<file path="src/rtl/cdb_slot_scheduler.sv">
// cdb_slot_scheduler: reserves future Common Data Bus (CDB) broadcast slots
// when an op issues, so that results from the int ALU, load buffer,
// multiplier and divider never collide on the CDB.
//
// Ports:
//   clk, reset          rising-edge clock; asynchronous active-high reset
//   ready_int           int reservation station (RS) has a ready op
//   ready_mult          mult RS has a ready op
//   ready_div           div RS has a ready op
//   ready_ld_buf        load buffer has a ready entry
//   div_exec_ready      external divider reports idle
//   issue_int           grant to int RS (combinational)
//   issue_mult          grant to mult RS (combinational)
//   issue_div           grant to div RS (combinational)
//   issue_ls_buf        grant to load buffer (combinational)
//   cdb_sel[1:0]        CDB owner this cycle: 0 int, 1 mult, 2 div, 3 ld_buf (registered)
//   cdb_sel_valid       CDB carries a result this cycle (registered)
module cdb_slot_scheduler #(
    parameter int unsigned MULT_LAT = 4,
    parameter int unsigned DIV_LAT  = 7
) (
    input  logic       clk,
    input  logic       reset,
    input  logic       ready_int,
    input  logic       ready_mult,
    input  logic       ready_div,
    input  logic       ready_ld_buf,
    input  logic       div_exec_ready,
    output logic       issue_int,
    output logic       issue_mult,
    output logic       issue_div,
    output logic       issue_ls_buf,
    output logic [1:0] cdb_sel,
    output logic       cdb_sel_valid
);

    localparam int unsigned D     = (MULT_LAT > DIV_LAT) ? MULT_LAT : DIV_LAT;
    localparam int unsigned CNT_W = $clog2(DIV_LAT);

    localparam logic [1:0] OWN_INT  = 2'd0;
    localparam logic [1:0] OWN_MULT = 2'd1;
    localparam logic [1:0] OWN_DIV  = 2'd2;
    localparam logic [1:0] OWN_LD   = 2'd3;

    localparam logic [CNT_W-1:0] DIV_RELOAD = CNT_W'(DIV_LAT - 1);
    localparam logic             SAME_LAT   = (MULT_LAT == DIV_LAT);

    // Reservation table: entry k describes the CDB k cycles from now.
    logic [D:1]       res_valid;
    logic [1:0]       res_owner [1:D];
    logic [CNT_W-1:0] div_cnt;
    logic             rr;          // 0: int goes next on a tie, 1: ld_buf goes next
    logic             slot1_free;

    // Same-cycle grants; mult/div latencies are >= 2, so only R[1] gates int/ld.
    always_comb begin
        issue_div    = 1'b0;
        issue_mult   = 1'b0;
        issue_int    = 1'b0;
        issue_ls_buf = 1'b0;
        slot1_free   = 1'b0;
        if (!reset) begin
            issue_div    = ready_div & div_exec_ready & (div_cnt == '0) & ~res_valid[DIV_LAT];
            issue_mult   = ready_mult & ~res_valid[MULT_LAT] & ~(issue_div & SAME_LAT);
            slot1_free   = ~res_valid[1];
            issue_int    = slot1_free & ready_int & (~ready_ld_buf | ~rr);
            issue_ls_buf = slot1_free & ready_ld_buf & (~ready_int | rr);
        end
    end

    // Shift the table one slot per cycle, merging new mult/div reservations.
    always_ff @(posedge clk or posedge reset) begin
        if (reset) begin
            res_valid     <= '0;
            for (int unsigned k = 1; k <= D; k++) begin
                res_owner[k] <= OWN_INT;
            end
            cdb_sel       <= OWN_INT;
            cdb_sel_valid <= 1'b0;
            rr            <= 1'b0;
            div_cnt       <= '0;
        end else begin
            for (int unsigned k = 1; k < D; k++) begin
                if (issue_div && (k + 1 == DIV_LAT)) begin
                    res_valid[k] <= 1'b1;
                    res_owner[k] <= OWN_DIV;
                end else if (issue_mult && (k + 1 == MULT_LAT)) begin
                    res_valid[k] <= 1'b1;
                    res_owner[k] <= OWN_MULT;
                end else begin
                    res_valid[k] <= res_valid[k + 1];
                    res_owner[k] <= res_owner[k + 1];
                end
            end
            res_valid[D] <= 1'b0;
            res_owner[D] <= OWN_INT;

            // Next-cycle CDB owner: a held reservation or this cycle's slot-1 grant.
            cdb_sel_valid <= res_valid[1] | issue_int | issue_ls_buf;
            if (res_valid[1]) begin
                cdb_sel <= res_owner[1];
            end else if (issue_ls_buf) begin
                cdb_sel <= OWN_LD;
            end else begin
                cdb_sel <= OWN_INT;
            end

            if (issue_int) begin
                rr <= 1'b1;
            end else if (issue_ls_buf) begin
                rr <= 1'b0;
            end

            // Divider occupancy: blocks back-to-back divides regardless of div_exec_ready.
            if (issue_div) begin
                div_cnt <= DIV_RELOAD;
            end else if (div_cnt != '0) begin
                div_cnt <= div_cnt - CNT_W'(1);
            end
        end
    end

endmodule

</file>
<file path="config.mk">
export PLATFORM = sky130hd
export DESIGN_NAME = cdb_slot_scheduler
export DESIGN_NICKNAME = d
export VERILOG_FILES = /design/src/rtl/cdb_slot_scheduler.sv
export SDC_FILE = /design/constraint.sdc
export NUM_CORES = 1
export LEC_CHECK = 0
export BUFFER_PORTS_ARGS = -buffer_cell sky130_fd_sc_hd__buf_2
export CORE_MARGIN = 5
export CORE_UTILIZATION = 30
export DETAILED_ROUTE_END_ITERATION = 12
export PLACE_DENSITY_LB_ADDON = 0.2
export REMOVE_ABC_BUFFERS = 1
export SETUP_SLACK_MARGIN = 0.1
export SLEW_MARGIN = 20
export SYNTH_ARGS = -nofsm -noshare
export SYNTH_HDL_FRONTEND = slang
export SYNTH_SLANG_ARGS = --single-unit
</file>
<file path="constraint.sdc">
create_clock -name clk -period 1.5 [get_ports clk]
set_clock_uncertainty 0.05 [all_clocks]
set_input_delay 0.15 -clock clk [delete_from_list [all_inputs] [get_ports clk]]
set_output_delay 0.15 -clock clk [all_outputs]
set_load 0.1 [all_outputs]
</file>
==> run summary <==
Detailed-route via count - 457
Routed WL per cell - 11.3 um
Antenna-violating nets left - 0
Leak - 0.535 nW
Die ar. - 3330 um2
Filler cells - 199
IO Port Bufs - 13
CP arrival - 1.28 ns
Top-area cell type share of the netlist area - 0.696
Worst slew margin relative to its limit - 0.679
Initial antenna violation count - 0
Vias in the first global route - 470
CTS tree - yes
First-pass GRT wire length - 2.07 mm
Slew of the pin with the lowest slew margin - 0.485 ns
Crit path kind - reg -> out
GRT overflow - 0
Number of remaining DRC errors - 0
Initial Utilization - 0.312
Worst skew pair latency - 0.29 ns
CTS max path bufs - 2
CP max FO - 2
Worst setup EP type - output port
Final net count - 92
Final hold violations - 0
Rows - 17
Cells after Synth - 51
Global placer's final weighted congestion - 0.723
CTS Sinks - 19
Initial drt markers - 2
Die Ht - 57.7 um
IR Drop Worst-Case VDD - 915 uV
WHS - 0.0500 ns
PwrDens - 1470 nW/um2
Layout area overhead - 50.0%
ANT cells - 0
Slowest CP cell - dfrtp_1
CTS buffer count - 3
FF+latch count, synth - 19
Hold Crit Class - in -> reg
DR pass1 iterations - 2
Worst path bufs/invs - 2
Slew Viols, Final - 0
I/O Pins - 14
Clock slew seen by the registers of the worst setup and hold paths - 0.10 ns
Layout cells sized above 1 - 0.537
Worst setup SP type - flop
CP max stage delay - 0.41 ns
Core footprint - 2190 um2
Top post-synthesis cells by area - dfrtp_1, nand2b_4, ha_1, mux2i_1, nand3b_4
MaxCap Viol Count - 0
Outcome - complete, no violations
Mean Syn Cell Area - 13.4 um2
Layout Utilization - 0.468
Largest net degree at the start of global routing - 16
Largest area contributor in the netlist - dfrtp_1
Crit-path cells - inv_2, ha_4, nand2b_4, nor2_4, buf_12
Die width - 57.7 um
H-tree levels - 1
Total Routing Usage GR - 0.0836
Yosys cell types - 17
Cell area after synthesis - 683 um2
Max Freq - 674 MHz
Minimum clock period - 1.48 ns
Yosys warnings - 0
Fin crit share - 0.989
WP data required - 1.30 ns
Routed WL - 1.24 mm
RSZ-0062 raised after global routing - yes
Seq/Total Area, Yosys - 0.696
Vias per cell - 4.15
Sum of net half-perimeters after detailed placement - 755 um
Critical path's top delay family - flip-flops
CTS Root Cell - clkbuf_4
Final setup viols - 0
[through the flow]
step           power [mW]  setup slack (ns)  area [um2]  setup TNS [ns]  instances
2_1_floorplan       0.969             -1.61         679           -6.82         50
3_3_place_gp         1.07             0.141         855               0         93
3_5_place_dp         1.08            0.0937         855               0         93
4_1_cts              1.48            0.0118         992               0        106
5_1_grt              1.62           -0.0574        1020         -0.0658        110
6_report             1.50            0.0166        1020               0        110
[power breakdown]
part           internal (mW)  switching [mW]
Combinational          0.298           0.324
Sequential             0.595          0.0428
Clock                  0.103           0.140
[kinds of logic after synthesis]
| logic type | share of synthesized area |
|---|---|
| compound gates | 0.0494 |
| fa+ha+maj | 0.0366 |
| buf+inv | 0.0275 |
| flops | 0.696 |
| mux | 0.0293 |
| simple gates | 0.161 |
[routing by layer]
layer  vias to the layer above  routed length (um)  global-route usage
li1                        226                   -                   -
met1                       217                 565               0.100
met2                        12                 586               0.127
met3                         2                  79              0.0312
met4                         0                   7              0.0497
met5                         -                   0                   0
[repair_timing]
item                                    CTS  global route
pin swaps                                 5             1
setup buffers                             8             4
gates resized for setup                  12             1
endpoints found under the setup margin    4             4
endpoints found under the hold margin     4             0
hold buffers                              1             0
[worst register-to-register path: stages (launching register included)]
cell and delay, ns:
dfrtp_1 0.41, inv_2 0.08, ha_4 0.15, nand2b_4 0.06
buf_4 0.14, nand2b_4 0.14, mux2i_1 0.11
[cell usage after synthesis (all sizes together)]
master   n
a21oi    3
ha       2
nand3b   1
nor3b    1
or2      1
mux2i    2
nand2b   3
nand3    1
nor2     5
o21ai    1
clkbuf   1
a31oi    1
o21bai   1
dfrtp   19
nand2    5
inv      4
[sequential cells by signal, summed over array words and instances (netlist names)]
signal         flops
res_owner          6
res_valid          6
div_cnt            3
cdb_sel            2
cdb_sel_valid      1
rr                 1
[cells in the final DEF, fill, tap and decap left out]
master         count
dfrtp_1           19
buf_4             14
buf_2              9
nand2_1            4
buf_12             4
nor2_1             3
inv_2              3
clkbuf_4           3
nand2b_4           2
a21oi_1            2
nor2_4             2
mux2i_1            2
nand3b_4           1
inv_1              1
nand2b_1           1
nand3_2            1
nand2_2            1
a21oi_2            1
o21bai_1           1
nor3b_2            1
or2_2              1
o21ai_0            1
a31oi_1            1
ha_4               1
ha_1               1
clkbuf_1           1
dlygate4sd3_1      1
[cell type report]
type / count / area, um2 / area share
Timing Repair Buffer: 28 / 240 / 0.234
Sequential cell: 19 / 475 / 0.464
Inverter: 4 / 15.0 / 0.0147
Clock buffer: 4 / 26.3 / 0.0256
Multi-Input combinational cell: 27 / 233 / 0.227
Tap cell: 28 / 35.0 / 0.0342
[worst paths after layout]
check,endpoint,from,slack (ns),depth (start not counted)
max in group asynchronous,cdb_sel[1],reset,0.61,4
worst max register to register,div_cnt[1],div_cnt[0],0.26,6
worst min-delay path,rr,ready_ld_buf,0.05,2
min in group asynchronous,div_cnt[1],reset,0.35,3
worst min register to register,res_owner[10],res_owner[8],0.31,0
worst max-delay path,issue_div,div_cnt[0],0.02,5
Note: power is estimated with default switching activity, not from simulation.
